==> config.mk <==
export PLATFORM = sky130hd
export DESIGN_NAME = fabric_sequencer_flat
export DESIGN_NICKNAME = d
export VERILOG_FILES = /design/src/rtl/fabric_pkg.sv /design/src/rtl/fabric_if.sv /design/src/rtl/lane_popcount.sv /design/src/rtl/fabric_sequencer.sv /design/src/flat_wrapper.sv
export SDC_FILE = /design/constraint.sdc
export NUM_CORES = 1
export LEC_CHECK = 0
export ABC_CLOCK_PERIOD_IN_PS = 4400
export BUFFER_PORTS_ARGS = -buffer_cell sky130_fd_sc_hd__clkbuf_2
export CAP_MARGIN = 20
export CORE_MARGIN = 3
export CORE_UTILIZATION = 49
export DETAILED_ROUTE_END_ITERATION = 12
export PLACE_DENSITY = 0.77
export SETUP_SLACK_MARGIN = 0.3
export SYNTH_ARGS = -nofsm -noshare
export SYNTH_HDL_FRONTEND = slang
export SYNTH_SLANG_ARGS = --single-unit
==> constraint.sdc <==
create_clock -name s_axi_aclk -period 4.4 [get_ports s_axi_aclk]
set_clock_uncertainty 0.2 [all_clocks]
set_input_delay 0.88 -clock s_axi_aclk [delete_from_list [all_inputs] [get_ports s_axi_aclk]]
set_output_delay 0.88 -clock s_axi_aclk [all_outputs]
set_load 0.005 [all_outputs]
==> src/rtl/fabric_pkg.sv <==
// Shared constants and state encoding for the fabric sequencer, register block and lanes.
package fabric_pkg;

  localparam int unsigned LANES   = 15;
  localparam int unsigned SRAM_AW = 10;

  typedef logic [2:0] state_t;

  localparam state_t StIdle  = 3'd0;
  localparam state_t StClear = 3'd1;
  localparam state_t StIssue = 3'd2;
  localparam state_t StDrain = 3'd3;
  localparam state_t StDone  = 3'd4;

endpackage

==> src/rtl/fabric_if.sv <==
// Sequencer-to-datapath bundle: SRAM read port plus lane control.
interface fabric_if #(
  parameter int unsigned LANES   = fabric_pkg::LANES,
  parameter int unsigned SRAM_AW = fabric_pkg::SRAM_AW
);

  logic [SRAM_AW-1:0] sram_raddr;
  logic               sram_re;
  logic               lane_clear;
  logic               lane_valid;
  logic [LANES-1:0]   lane_en;

  modport master (
    output sram_raddr,
    output sram_re,
    output lane_clear,
    output lane_valid,
    output lane_en
  );

  modport slave (
    input sram_raddr,
    input sram_re,
    input lane_clear,
    input lane_valid,
    input lane_en
  );

endinterface

==> src/rtl/lane_popcount.sv <==
// Combinational population count of the lane-enable vector.
module lane_popcount #(
  parameter int unsigned LANES = fabric_pkg::LANES,
  parameter int unsigned CW    = $clog2(LANES + 1)
) (
  input  logic [LANES-1:0] bits,
  output logic [CW-1:0]    count
);

  always_comb begin
    count = '0;
    for (int i = 0; i < LANES; i++) begin
      count = count + CW'(bits[i]);
    end
  end

endmodule

==> src/rtl/fabric_sequencer.sv <==
// Streams a strided SRAM word sequence to the vector lanes and keeps run profiling counters.
module fabric_sequencer #(
  parameter int unsigned LANES   = fabric_pkg::LANES,
  parameter int unsigned SRAM_AW = fabric_pkg::SRAM_AW
) (
  input  logic             s_axi_aclk,
  input  logic             s_axi_aresetn,
  input  logic             fabric_start,
  input  logic [31:0]      fabric_base_addr,
  input  logic [15:0]      fabric_depth,
  input  logic [7:0]       fabric_stride,
  input  logic [15:0]      fabric_lane_count,
  input  logic [LANES-1:0] fabric_lane_mask,
  fabric_if.master         lanes,
  output logic             fabric_busy,
  output logic             fabric_done,
  output logic [31:0]      cycle_count,
  output logic [31:0]      utilization_count
);
  import fabric_pkg::*;

  localparam int unsigned CW = $clog2(LANES + 1);

  state_t             state_q, state_d;
  logic               start_q;
  logic [SRAM_AW-1:0] addr_q, addr_d;
  logic [15:0]        remain_q, remain_d;
  logic [7:0]         stride_q, stride_d;
  logic [LANES-1:0]   lane_en_q, lane_en_d, lane_en_new;
  logic               lane_valid_q;
  logic [31:0]        cyc_q, cyc_d, util_q, util_d;
  logic [32:0]        util_sum;
  logic [CW-1:0]      active_lanes;
  logic               accept, issue, counting;
  logic               unused_addr_bits;

  assign unused_addr_bits = ^{fabric_base_addr[31:SRAM_AW+2], fabric_base_addr[1:0]};

  assign accept   = (state_q == StIdle) && fabric_start && !start_q;
  // Dropping start aborts immediately, so the read of the aborting cycle is suppressed too.
  assign issue    = (state_q == StIssue) && fabric_start;
  assign counting = (state_q == StClear) || (state_q == StIssue) || (state_q == StDrain);

  always_comb begin
    lane_en_new = '0;
    for (int i = 0; i < LANES; i++) begin
      lane_en_new[i] = fabric_lane_mask[i] && (fabric_lane_count > 16'(i));
    end
  end

  lane_popcount #(.LANES(LANES), .CW(CW)) u_popcount (
    .bits  (lane_en_q),
    .count (active_lanes)
  );

  assign util_sum = {1'b0, util_q} + 33'(active_lanes);

  always_comb begin
    state_d   = state_q;
    addr_d    = addr_q;
    remain_d  = remain_q;
    stride_d  = stride_q;
    lane_en_d = lane_en_q;
    cyc_d     = cyc_q;
    util_d    = util_q;
    if (lane_valid_q) util_d = util_sum[32] ? '1 : util_sum[31:0];
    if (counting && (cyc_q != '1)) cyc_d = cyc_q + 32'd1;
    case (state_q)
      StIdle: begin
        if (accept) begin
          addr_d    = fabric_base_addr[SRAM_AW+1:2];
          remain_d  = fabric_depth;
          stride_d  = fabric_stride;
          lane_en_d = lane_en_new;
          cyc_d     = '0;
          util_d    = '0;
          state_d   = (fabric_depth == 16'd0) ? StDone : StClear;
        end
      end
      StClear: state_d = fabric_start ? StIssue : StDrain;
      StIssue: begin
        if (!fabric_start) begin
          state_d = StDrain;
        end else begin
          addr_d   = addr_q + SRAM_AW'(stride_q);
          remain_d = remain_q - 16'd1;
          if (remain_q == 16'd1) state_d = StDrain;
        end
      end
      StDrain: state_d = StDone;
      StDone:  state_d = StIdle;
      default: state_d = StIdle;
    endcase
  end

  always_ff @(posedge s_axi_aclk or negedge s_axi_aresetn) begin
    if (!s_axi_aresetn) begin
      state_q      <= StIdle;
      start_q      <= 1'b1;
      addr_q       <= '0;
      remain_q     <= '0;
      stride_q     <= '0;
      lane_en_q    <= '1;
      lane_valid_q <= 1'b0;
      cyc_q        <= '0;
      util_q       <= '0;
    end else begin
      state_q      <= state_d;
      start_q      <= fabric_start;
      addr_q       <= addr_d;
      remain_q     <= remain_d;
      stride_q     <= stride_d;
      lane_en_q    <= lane_en_d;
      lane_valid_q <= issue;
      cyc_q        <= cyc_d;
      util_q       <= util_d;
    end
  end

  assign lanes.sram_raddr = addr_q;
  assign lanes.sram_re    = issue;
  assign lanes.lane_clear = (state_q == StClear);
  assign lanes.lane_valid = lane_valid_q;
  assign lanes.lane_en    = lane_en_q;

  assign fabric_busy       = (state_q != StIdle);
  assign fabric_done       = (state_q == StDone);
  assign cycle_count       = cyc_q;
  assign utilization_count = util_q;

endmodule

==> src/flat_wrapper.sv <==
// flat-port wrapper written by rule: the top's interface ports become plain ports
module fabric_sequencer_flat import fabric_pkg::*;
#(
  parameter int unsigned LANES   = fabric_pkg::LANES,
  parameter int unsigned SRAM_AW = fabric_pkg::SRAM_AW
)
  (s_axi_aclk, s_axi_aresetn, fabric_start, fabric_base_addr, fabric_depth, fabric_stride, fabric_lane_count, fabric_lane_mask, fabric_busy, fabric_done, cycle_count, utilization_count, lanes_sram_raddr, lanes_sram_re, lanes_lane_clear, lanes_lane_valid, lanes_lane_en);
  fabric_if #(.LANES(LANES), .SRAM_AW(SRAM_AW)) lanes_i ();
  input  logic s_axi_aclk;
  input  logic s_axi_aresetn;
  input  logic fabric_start;
  input  logic [31:0] fabric_base_addr;
  input  logic [15:0] fabric_depth;
  input  logic [7:0] fabric_stride;
  input  logic [15:0] fabric_lane_count;
  input  logic [LANES-1:0] fabric_lane_mask;
  output logic fabric_busy;
  output logic fabric_done;
  output logic [31:0] cycle_count;
  output logic [31:0] utilization_count;
  output wire logic [$bits(lanes_i.sram_raddr)-1:0] lanes_sram_raddr;
  output wire logic [$bits(lanes_i.sram_re)-1:0] lanes_sram_re;
  output wire logic [$bits(lanes_i.lane_clear)-1:0] lanes_lane_clear;
  output wire logic [$bits(lanes_i.lane_valid)-1:0] lanes_lane_valid;
  output wire logic [$bits(lanes_i.lane_en)-1:0] lanes_lane_en;
  assign lanes_sram_raddr = lanes_i.sram_raddr;
  assign lanes_sram_re = lanes_i.sram_re;
  assign lanes_lane_clear = lanes_i.lane_clear;
  assign lanes_lane_valid = lanes_i.lane_valid;
  assign lanes_lane_en = lanes_i.lane_en;
  fabric_sequencer #(.LANES(LANES), .SRAM_AW(SRAM_AW)) u_core (.s_axi_aclk(s_axi_aclk), .s_axi_aresetn(s_axi_aresetn), .fabric_start(fabric_start), .fabric_base_addr(fabric_base_addr), .fabric_depth(fabric_depth), .fabric_stride(fabric_stride), .fabric_lane_count(fabric_lane_count), .fabric_lane_mask(fabric_lane_mask), .lanes(lanes_i), .fabric_busy(fabric_busy), .fabric_done(fabric_done), .cycle_count(cycle_count), .utilization_count(utilization_count));
endmodule
# [Word level (Yosys, flattened, before mapping)]
# Index checks and enable logic that the tools add are counted.
[op_classes] add_sub_neg=18 n_lt_le_gt_ge=15 eq_ne=9 muxes=19 n_reduce_logical=29
[ops] cell="$mux 32" n=7
[ops] cell="$gt 16x4->1 const B" n=7
[ops] cell="$gt 16x3->1 const B" n=4
[ops] cell="$add 4x1->4" n=11
[ops] cell="$add 32x4->33" n=1
[ops] cell="$add 32x1->32 const B" n=1
[ops] cell="$gt 16x1->1 const B" n=2
[ops] cell="$gt 16x2->1 const B" n=2
[ops] cell="$mux 16" n=2
[ops] cell="$ne 32x32->1 const B" n=1
[ops] cell="$pmux 16 s2" n=1
[ops] cell="$mux 10" n=2
[ops] cell="$pmux 10 s2" n=1
[ops] cell="$logic_and 1x1->1" n=19
[ops] cell="$eq 16x1->1 const B" n=1
[ops] cell="$logic_not 16->1" n=1
[ops] cell="$sub 16x1->16 const B" n=1
[ops] cell="$mux 3" n=4
[ops] cell="$pmux 3 s4" n=1
[ops] cell="$add 10x8->10" n=1
[ops] cell="$eq 3x2->1 const B" n=2
[ops] cell="$add 3x1->4" n=1
[ops] cell="$reduce_and 2->1" n=2
[ops] cell="$add 2x1->3" n=1
[ops] cell="13 further kinds" n=14
[word_totals] register_bits=118 inputBits=90 output_inout_bits=94

# [Logic depth before layout (Yosys ltp)]
# Gate-level depths: netlist (run 1).
[depth] ltp_word=19 depth_mapped=15 mapped_depth_nobuf=14

# [Modules after synthesis]
# A second synthesis (run 1) with hierarchy kept.
[hier_totals] hier_cells=783 hier_area_um2=7010.5
[by_module_without_submodules] mod="fabric_sequencer" n_inst=1 cells_per_inst=747 area_each_um2=6685.2
[by_module_without_submodules] mod="lane_popcount" n_inst=1 cells_per_inst=36 area_each_um2=325.3

# [Least setup slack after synthesis (run 1)]
# OpenSTA, ideal clock, no wires.
[synth_path] path_type="flip-flop to flip-flop" start="register u_core.lane_en_q[4], in the netlist u_core.lanes.lane_en[4]" end="register u_core.util_q[29], in the netlist u_core.utilization_count[29]" setup_ps=134 arrival_time_ps=4105 path_slack_ps=-39 stages_incl_launch_ff=15 path_buffers=1 path_cell_list="dfstp_2 inv_1 fa_1 fa_1 fa_1 fa_1 inv_1 ha_1 fa_1 a21oi_1 o211a_1 nor2_1 nand3_2 buf_6 a21oi_2"
[synth_via] elab_chain_cells=16
[synth_rtl] element="from (decl)" line="fabric_sequencer.sv:29" text="logic [LANES-1:0] lane_en_q, lane_en_d, lane_en_new;"
[synth_rtl] element="from (signal assigned)" line="fabric_sequencer.sv:113" text="lane_en_q <= lane_en_d;"
[synth_rtl] element="$add 4x1->4 * (11 in series)" line="lane_popcount.sv:13" text="count = count + CW'(bits[i]);"
[synth_rtl] element="$add 32x4->33 *" line="fabric_sequencer.sv:56" text="assign util_sum = {1'b0, util_q} + 33'(active_lanes);"
[synth_rtl] element="$mux 32 * (2 in series)" line="fabric_sequencer.sv:66" text="if (lane_valid_q) util_d = util_sum[32] ? '1 : util_sum[31:0];"
[synth_rtl] element="$mux 32" line="fabric_sequencer.sv:70" text="if (accept) begin"
[synth_rtl] element="$mux 32 *" line="fabric_sequencer.sv:68" text="case (state_q)"
[synth_rtl] element="via u_core.util_d[29]" line="fabric_sequencer.sv:31" text="logic [31:0] cyc_q, cyc_d, util_q, util_d;"
[synth_rtl] element="to (signal assigned)" line="fabric_sequencer.sv:116" text="util_q <= util_d;"
[synth_rtl] element="to (decl)" line="fabric_sequencer.sv:31"
# Mark *: on every way through the listed nets, which the timed path passes. The rest lies on a longest branch.
# A chain may end at the register's enable or synchronous reset.

# [Final worst setup path (run 1)]
[layout_path] start="register u_core.lane_en_q[8], in the netlist u_core.lanes.lane_en[8]" end="register u_core.util_q[31], in the netlist u_core.utilization_count[31]"
[layout_via] elab_chain_cells=12
[layout_rtl] element="$add 4x1->4 * (7 in series)" line="lane_popcount.sv:13"
[layout_rtl] element="$add 32x4->33 *" line="fabric_sequencer.sv:56"
[layout_rtl] element="$mux 32 * (2 in series)" line="fabric_sequencer.sv:66"
[layout_rtl] element="$mux 32" line="fabric_sequencer.sv:70"
[layout_rtl] element="$mux 32 *" line="fabric_sequencer.sv:68"
[layout_rtl] element="via u_core.util_d[31]" line="fabric_sequencer.sv:31"
# Marked as above.

==> results of run 1 <==
layout make-up:
class	count	share of cell area [%]
Tap cell	184	2.472
Clock buffer	24	5.387
Multi-Input combinational cell	603	45.54
Inverter	41	1.652
Clock inverter	8	1.531
Sequential cell	118	31.92
Timing Repair Buffer	187	11.50
metrics by stage:
stage                     instances  total power, uW  area [um^2]
after floorplan                 805             4742         7413
after global placement         1122             5820         8387
after detailed placement       1122             5949         8387
after CTS                      1158             7520         9156
after global routing           1165             8722         9314
final                          1165             8012         9314
placed cells by master, fill, tap and decap left out, types with 8 or more instances in the layout:
master	instances
a21oi_1	52
inv_1	37
nor3_1	15
clkbuf_16	18
a21oi_2	16
or4_1	11
a31oi_1	12
buf_4	18
nand4_1	21
fa_1	10
nand3_1	28
o211ai_1	18
o21ai_0	37
dfstp_2	16
and3_1	14
ha_1	18
dfrtp_1	102
or3_1	17
xnor2_1	24
and4_1	8
nand2_1	93
nor4_1	11
nor2_1	43
and2_1	8
clkbuf_2	160
path summary, 6_finish.rpt:
path | startpoint | to | slack [ns]
min in group asynchronous | s_axi_aresetn | u_core.stride_q[0]$_DFFE_PN0P_ | 0.31
worst max-delay path | u_core.lanes.lane_en[8]$_DFFE_PN1P_ | u_core.utilization_count[31]$_DFF_PN0_ | -0.20
worst min register to register | u_core.stride_q[4]$_DFFE_PN0P_ | u_core.stride_q[4]$_DFFE_PN0P_ | 0.29
worst min-delay path | u_core.stride_q[4]$_DFFE_PN0P_ | u_core.stride_q[4]$_DFFE_PN0P_ | 0.29
worst max register to register | u_core.lanes.lane_en[8]$_DFFE_PN1P_ | u_core.utilization_count[31]$_DFF_PN0_ | -0.20
max in group asynchronous | s_axi_aresetn | u_core.utilization_count[31]$_DFF_PN0_ | 2.88
timing repair:
item / in CTS / in global routing
setup endpoints to repair: 32 / 32
pin swaps: 7 / 10
gates resized for setup: 17 / 19
hold endpoints to repair: 0 / 0
setup buffers: 4 / 5
gates cloned: 0 / 1
flip-flops by register name, indices dropped and copies added, names as in the netlist:
| signal | cells |
|---|---|
| u_core.start_q | 1 |
| u_core.utilization_count | 32 |
| u_core.state_q | 3 |
| u_core.cycle_count | 32 |
| u_core.remain_q | 16 |
| u_core.stride_q | 8 |
| u_core.lanes.lane_valid | 1 |
| u_core.lanes.sram_raddr | 10 |
| u_core.lanes.lane_en | 15 |
synthesized netlist by cell type, drive strengths merged, types with 4 or more instances:
library cell	n	area share (%)
a2111oi	5	0.80
a211oi	8	0.82
a21o	5	0.51
a21oi	69	5.2
a31oi	12	1.0
and2	8	0.68
and3	14	1.2
and4	8	0.95
buf	19	1.6
clkbuf	24	1.2
dfrtp	102	35
dfstp	16	5.7
fa	12	3.3
ha	20	3.4
inv	41	2.1
mux2i	7	0.95
nand2	94	4.8
nand2b	5	0.43
nand3	32	2.3
nand4	21	1.8
nor2	47	2.5
nor3	18	1.3
nor4	17	1.9
o2111ai	7	0.92
o211ai	18	1.8
o21a	6	0.61
o21ai	47	3.4
o221a	5	0.77
o22ai	6	0.51
o2bb2ai	4	0.48
or2	6	0.51
or3	19	1.8
or4	14	1.6
xnor2	26	3.1
xor2	5	0.60
critical path, stage by stage (launching register included):
cell,delay [ns]
dfstp_2,0.54
inv_2,0.05
fa_1,0.58
fa_1,0.19
inv_1,0.06
fa_1,0.51
inv_1,0.08
fa_1,0.58
inv_2,0.06
ha_4,0.26
a211o_1,0.15
nand4_1,0.27
buf_6,0.25
a2111oi_4,0.35
mux2i_1,0.27
nand2_1,0.07
per-layer routing:
layer / part of all wire (%) / track usage, % / up-vias
li1: - / - / 3283
met5: 0 / 0 / -
met3: 5.2 / 4.317 / 36
met1: 43 / 32.09 / 3387
met2: 50 / 39.20 / 215
met4: 2.0 / 8.177 / 0
kinds of logic after synthesis:
family | after synthesis | share of synthesized area (%)
AND/OR/NAND/NOR | 314 | 23.06
XOR/XNOR | 31 | 3.698
buffers and inverters | 84 | 4.925
flip-flops | 118 | 40.49
multiplexers | 8 | 1.108
adder cells (fa/ha/maj) | 32 | 6.680
AO/OA/AOI/OAI | 218 | 20.04
power by group:
part	internal, uW	total (uW)	leakage (uW)	switching (uW)
clock	1020	1510	0.000316	487
sequential	1450	1810	0.00150	360
combinational	2210	4690	0.00233	2490
==> flow_metrics.env, run 1 <==
export IMPL_outcome="finished, violations left"
export IMPL_violations="setup timing"
export IMPL_max_freq_ghz=0.2173
export IMPL_syn_to_final_growth_pct=26.86
export IMPL_antenna_cells=0
export IMPL_fin_ws_ns=-0.2022
export IMPL_ant_nets=0
export IMPL_hold_depth=2
export IMPL_synth_seq_cells=118
export IMPL_synth_cell_types=76
export IMPL_rsz0062_at_grt="yes"
export IMPL_grt_max_degree=70
export IMPL_hold_viol=0
export IMPL_drc=0
export IMPL_endpoint_kind="flip-flop"
export IMPL_fin_crit_sh_pct=104.6
export IMPL_first_pass_iters=4
export IMPL_crit_type="reg2reg"
export IMPL_post_route_util_pct=63.84
export IMPL_first_global_vias=6573
export IMPL_port_buffers=161
export IMPL_core_um2=14590
export IMPL_drive_gt1_share_pct=31.70
export IMPL_gp_congestion=0.8549
export IMPL_wirelength_mm=20.05
export IMPL_startpoint_type="flip-flop"
export IMPL_tightest_slew_ns=0.9098
export IMPL_postSynthCellCount=805
export IMPL_async_reset_ff_share_pct=100.0
export IMPL_vias=6921
export IMPL_setup_viol=13
export IMPL_p_leak_uw=0.004141
export IMPL_cts_hold_buf=0
export IMPL_viasPerCell=5.941
export IMPL_gr_total_overflow=0
export IMPL_start_util_pct=50.33
export IMPL_hold_class="reg2reg"
export IMPL_period_needed_ns=4.602
export IMPL_post_drt_wl_per_cell_um=17.21
export IMPL_register_area_um2=2973
export IMPL_rr_worst_depth=15
export IMPL_dieHeight_um=128.4
export IMPL_drtIter0Drc=574
export IMPL_ir_drop_uv=861.9
export IMPL_track_usage_pct=23.90
export IMPL_relSlewSlack_pct=39.35
export IMPL_synth_nets=927
export IMPL_place_hpwl_mm=13.62
export IMPL_cap_violations=0
export IMPL_insertion_delay_ns=0.42
export IMPL_numCtsBuffers=17
export IMPL_design_die_area_um2=16490
export IMPL_pin_count=184
export IMPL_clockBufferDepth=2
export IMPL_root_buffer="clkbuf_16"
export IMPL_clkTransAtPathRegs_ns=0.05
export IMPL_multi_input_area_um2=4242
export IMPL_h_tree_depth=4
export IMPL_slew_viol_final=0
export IMPL_synth_edff_count=0
export IMPL_ys_warn_count=0
export IMPL_fin_setup_tns_ns=-0.6547
export IMPL_die_w_um=128.4
export IMPL_nNetsFinal=1090
export IMPL_holdWs_ns=0.2886
export IMPL_num_rows=44
export IMPL_cts_tree="built"
export IMPL_synth_seq_area_share_pct=40.49
export IMPL_antenna_found_initial=0
export IMPL_grt_pass1_wl_mm=32.02
export IMPL_synth_avg_cell_area_um2=9.121
export IMPL_ys_flop_type="dfrtp_1"
export IMPL_n_fill_cell=1190
export IMPL_netlist_area_um2=7342
export IMPL_crit_path_max_fanout=6
export IMPL_dpl_worst_slack_ns=-0.03833
export IMPL_cp_data_required_time_ns=4.49
export IMPL_cp_arrival_ns=4.69
export IMPL_cellPowerDensity_nw_per_um2=860.3
export IMPL_clock_sinks=118
(Power assumes the default switching activity.)
==> run 2, diff against run 1 <==
--- a/config.mk
+++ b/config.mk
@@ -8,5 +8,4 @@
 export ABC_CLOCK_PERIOD_IN_PS = 4400
 export BUFFER_PORTS_ARGS = -buffer_cell sky130_fd_sc_hd__clkbuf_2
-export CAP_MARGIN = 20
 export CORE_MARGIN = 3
 export CORE_UTILIZATION = 49
--- a/constraint.sdc
+++ b/constraint.sdc
@@ -3,3 +3,3 @@
 set_input_delay 0.88 -clock s_axi_aclk [delete_from_list [all_inputs] [get_ports s_axi_aclk]]
 set_output_delay 0.88 -clock s_axi_aclk [all_outputs]
-set_load 0.005 [all_outputs]
+set_load 0.05 [all_outputs]
==> flow_metrics.env, run 2 (synthesized netlist as in run 1, its figures left out) <==
export IMPL_ant_nets=0
export IMPL_swShare_pct=48.34
export IMPL_nNetsFinal=1082
export IMPL_hold_viol=0
export IMPL_register_area_um2=2973
export IMPL_first_global_vias=6370
export IMPL_first_pass_iters=5
export IMPL_period_needed_ns=4.350
export IMPL_clockBufferDepth=2
export IMPL_port_buffers=161
export IMPL_gp_congestion=0.8907
export IMPL_crit_type="reg2reg"
export IMPL_outcome="completed"
export IMPL_antenna_cells=0
export IMPL_drc=0
export IMPL_p_seq_share_pct=22.8
export IMPL_insertion_delay_ns=0.41
export IMPL_p_switching_uw=3836
export IMPL_cp_data_required_time_ns=4.47
export IMPL_dpl_instance_area_um2=8387
export IMPL_final_cells=1157
export IMPL_clock_sinks=118
export IMPL_syn_to_final_growth_pct=23.31
export IMPL_tightest_slew_ns=0.9526
export IMPL_die_w_um=128.4
export IMPL_h_tree_depth=4
export IMPL_startpoint_type="flip-flop"
export IMPL_dieHeight_um=128.4
export IMPL_clockPowerShare_pct=16.2
export IMPL_place_hpwl_mm=13.96
export IMPL_rsz0062_at_grt="yes"
export IMPL_grt_max_degree=69
export IMPL_clkTransAtPathRegs_ns=0.05
export IMPL_cp_arrival_ns=4.42
export IMPL_num_rows=44
export IMPL_core_um2=14590
export IMPL_grt_pass1_wl_mm=32.42
export IMPL_layout_commonest_cell="clkbuf_2"
export IMPL_max_freq_ghz=0.2299
export IMPL_drtIter0Drc=475
export IMPL_wirelength_mm=19.94
export IMPL_root_buffer="clkbuf_16"
export IMPL_track_usage_pct=24.46
export IMPL_cts_tree="built"
export IMPL_fin_crit_sh_pct=98.87
export IMPL_vias=6842
export IMPL_most_common_layout_cells="clkbuf_2, dfrtp_1, nand2_1, a21oi_1, nor2_1"
export IMPL_multi_input_area_um2=4160
export IMPL_p_leak_uw=0.004035
export IMPL_pin_count=184
export IMPL_numCtsBuffers=17
export IMPL_gr_total_overflow=0
export IMPL_endpoint_kind="flip-flop"
export IMPL_antenna_found_initial=0
export IMPL_hold_class="reg2reg"
export IMPL_cellPowerDensity_nw_per_um2=876.6
export IMPL_slew_viol_final=0
export IMPL_post_drt_wl_per_cell_um=17.23
export IMPL_final_area_um2=9054
export IMPL_cts_hold_buf=0
export IMPL_p_int_uw=4100
export IMPL_combinationalPowerShare_pct=60.9
export IMPL_ir_drop_uv=1049
export IMPL_n_fill_cell=1231
export IMPL_viasPerCell=5.914
export IMPL_design_die_area_um2=16490
export IMPL_setup_viol=0
export IMPL_drive_gt1_share_pct=29.60
export IMPL_relSlewSlack_pct=36.49
export IMPL_dp_cells=1120
export IMPL_crit_path_max_fanout=7
export IMPL_cap_violations=0
export IMPL_start_util_pct=50.33
run 2: cell types whose count changed in the layout (fill, tap and decap cells not counted), sizes merged:
| cell | before | now |
|---|---|---|
| bufinv | 4 | 1 |
| buf | 26 | 18 |
| clkbuf | 185 | 188 |
| clkinvlp | 1 | 0 |
| clkinv | 3 | 4 |
run 2: path summary, 6_finish.rpt:
check | from | end | slack [ns] | cells after the start
max in group asynchronous | s_axi_aresetn | u_core.lanes.lane_en[4]$_DFFE_PN1P_ | 2.80 | 2
max reg2reg | u_core.lanes.lane_en[6]$_DFFE_PN1P_ | u_core.utilization_count[7]$_DFF_PN0_ | 0.05 | 14
min in group asynchronous | s_axi_aresetn | u_core.cycle_count[17]$_DFF_PN0_ | 0.38 | 1
min | u_core.stride_q[6]$_DFFE_PN0P_ | u_core.stride_q[6]$_DFFE_PN0P_ | 0.28 | 2
min reg2reg | u_core.stride_q[6]$_DFFE_PN0P_ | u_core.stride_q[6]$_DFFE_PN0P_ | 0.28 | 2
max | u_core.lanes.lane_en[6]$_DFFE_PN1P_ | u_core.utilization_count[7]$_DFF_PN0_ | 0.05 | 14
run 2: worst max-delay path: stages, from the launching register on:
cell       delay [ns]
dfstp_2          0.53
inv_2            0.05
fa_1             0.54
fa_1             0.43
fa_1             0.46
fa_1             0.51
inv_2            0.05
ha_4             0.16
fa_2             0.39
a21oi_4          0.22
o211a_4          0.25
nor2_4           0.08
nand3_4          0.12
clkbuf_16        0.17
a21oi_2          0.06
run 2: timing repair:
item	4_1_cts	5_1_grt
endpoints found under the hold margin	0	0
cloned	0	1
pin swaps	3	7
gates resized for setup	6	8
setup buffers	4	0
endpoints found under the setup margin	32	32
run 2: layer usage:
| metal | global-route usage, % | share of wire (%) |
|---|---|---|
| met5 | 0 | 0 |
| met4 | 7.054 | 1.4 |
| met3 | 5.687 | 5.3 |
| met2 | 37.97 | 47 |
| met1 | 34.48 | 46 |
run 2: area by class of cell:
class                   instances  area share (%)
multi-input cells             603           45.95
flip-flops and latches        118           32.84
repair buffers                179           10.97
clock buffers                  27           5.445
well taps                     184           2.543
inverters                      41           1.700
clock inverters                 5          0.5528
run 2: through the flow:
stage                     util, %  hold WS (ns)  power [uW]  worst slack, ns  TNS (ns)
final                       62.06        0.2833        7936          0.04962         0
after global routing        62.06        0.3096        8604         -0.07411    -1.343
after CTS                   61.69        0.2933        7964          0.04936         0
after detailed placement    57.49        0.2803        6517          0.02412         0
after global placement      57.49        0.2643        6388          0.08416         0
after floorplan                 -        0.2497        5464         -0.01071  -0.01613
run 2: power by group through the flow:
stage          clock network, uW  registers (uW)  logic [uW]
2_1_floorplan                  0            2380        3080
3_3_place_gp                   0            1800        4580
3_5_place_dp                   0            1820        4700
4_1_cts                     1310            1800        4850
5_1_grt                     1360            1860        5380
6_report                    1290            1810        4840
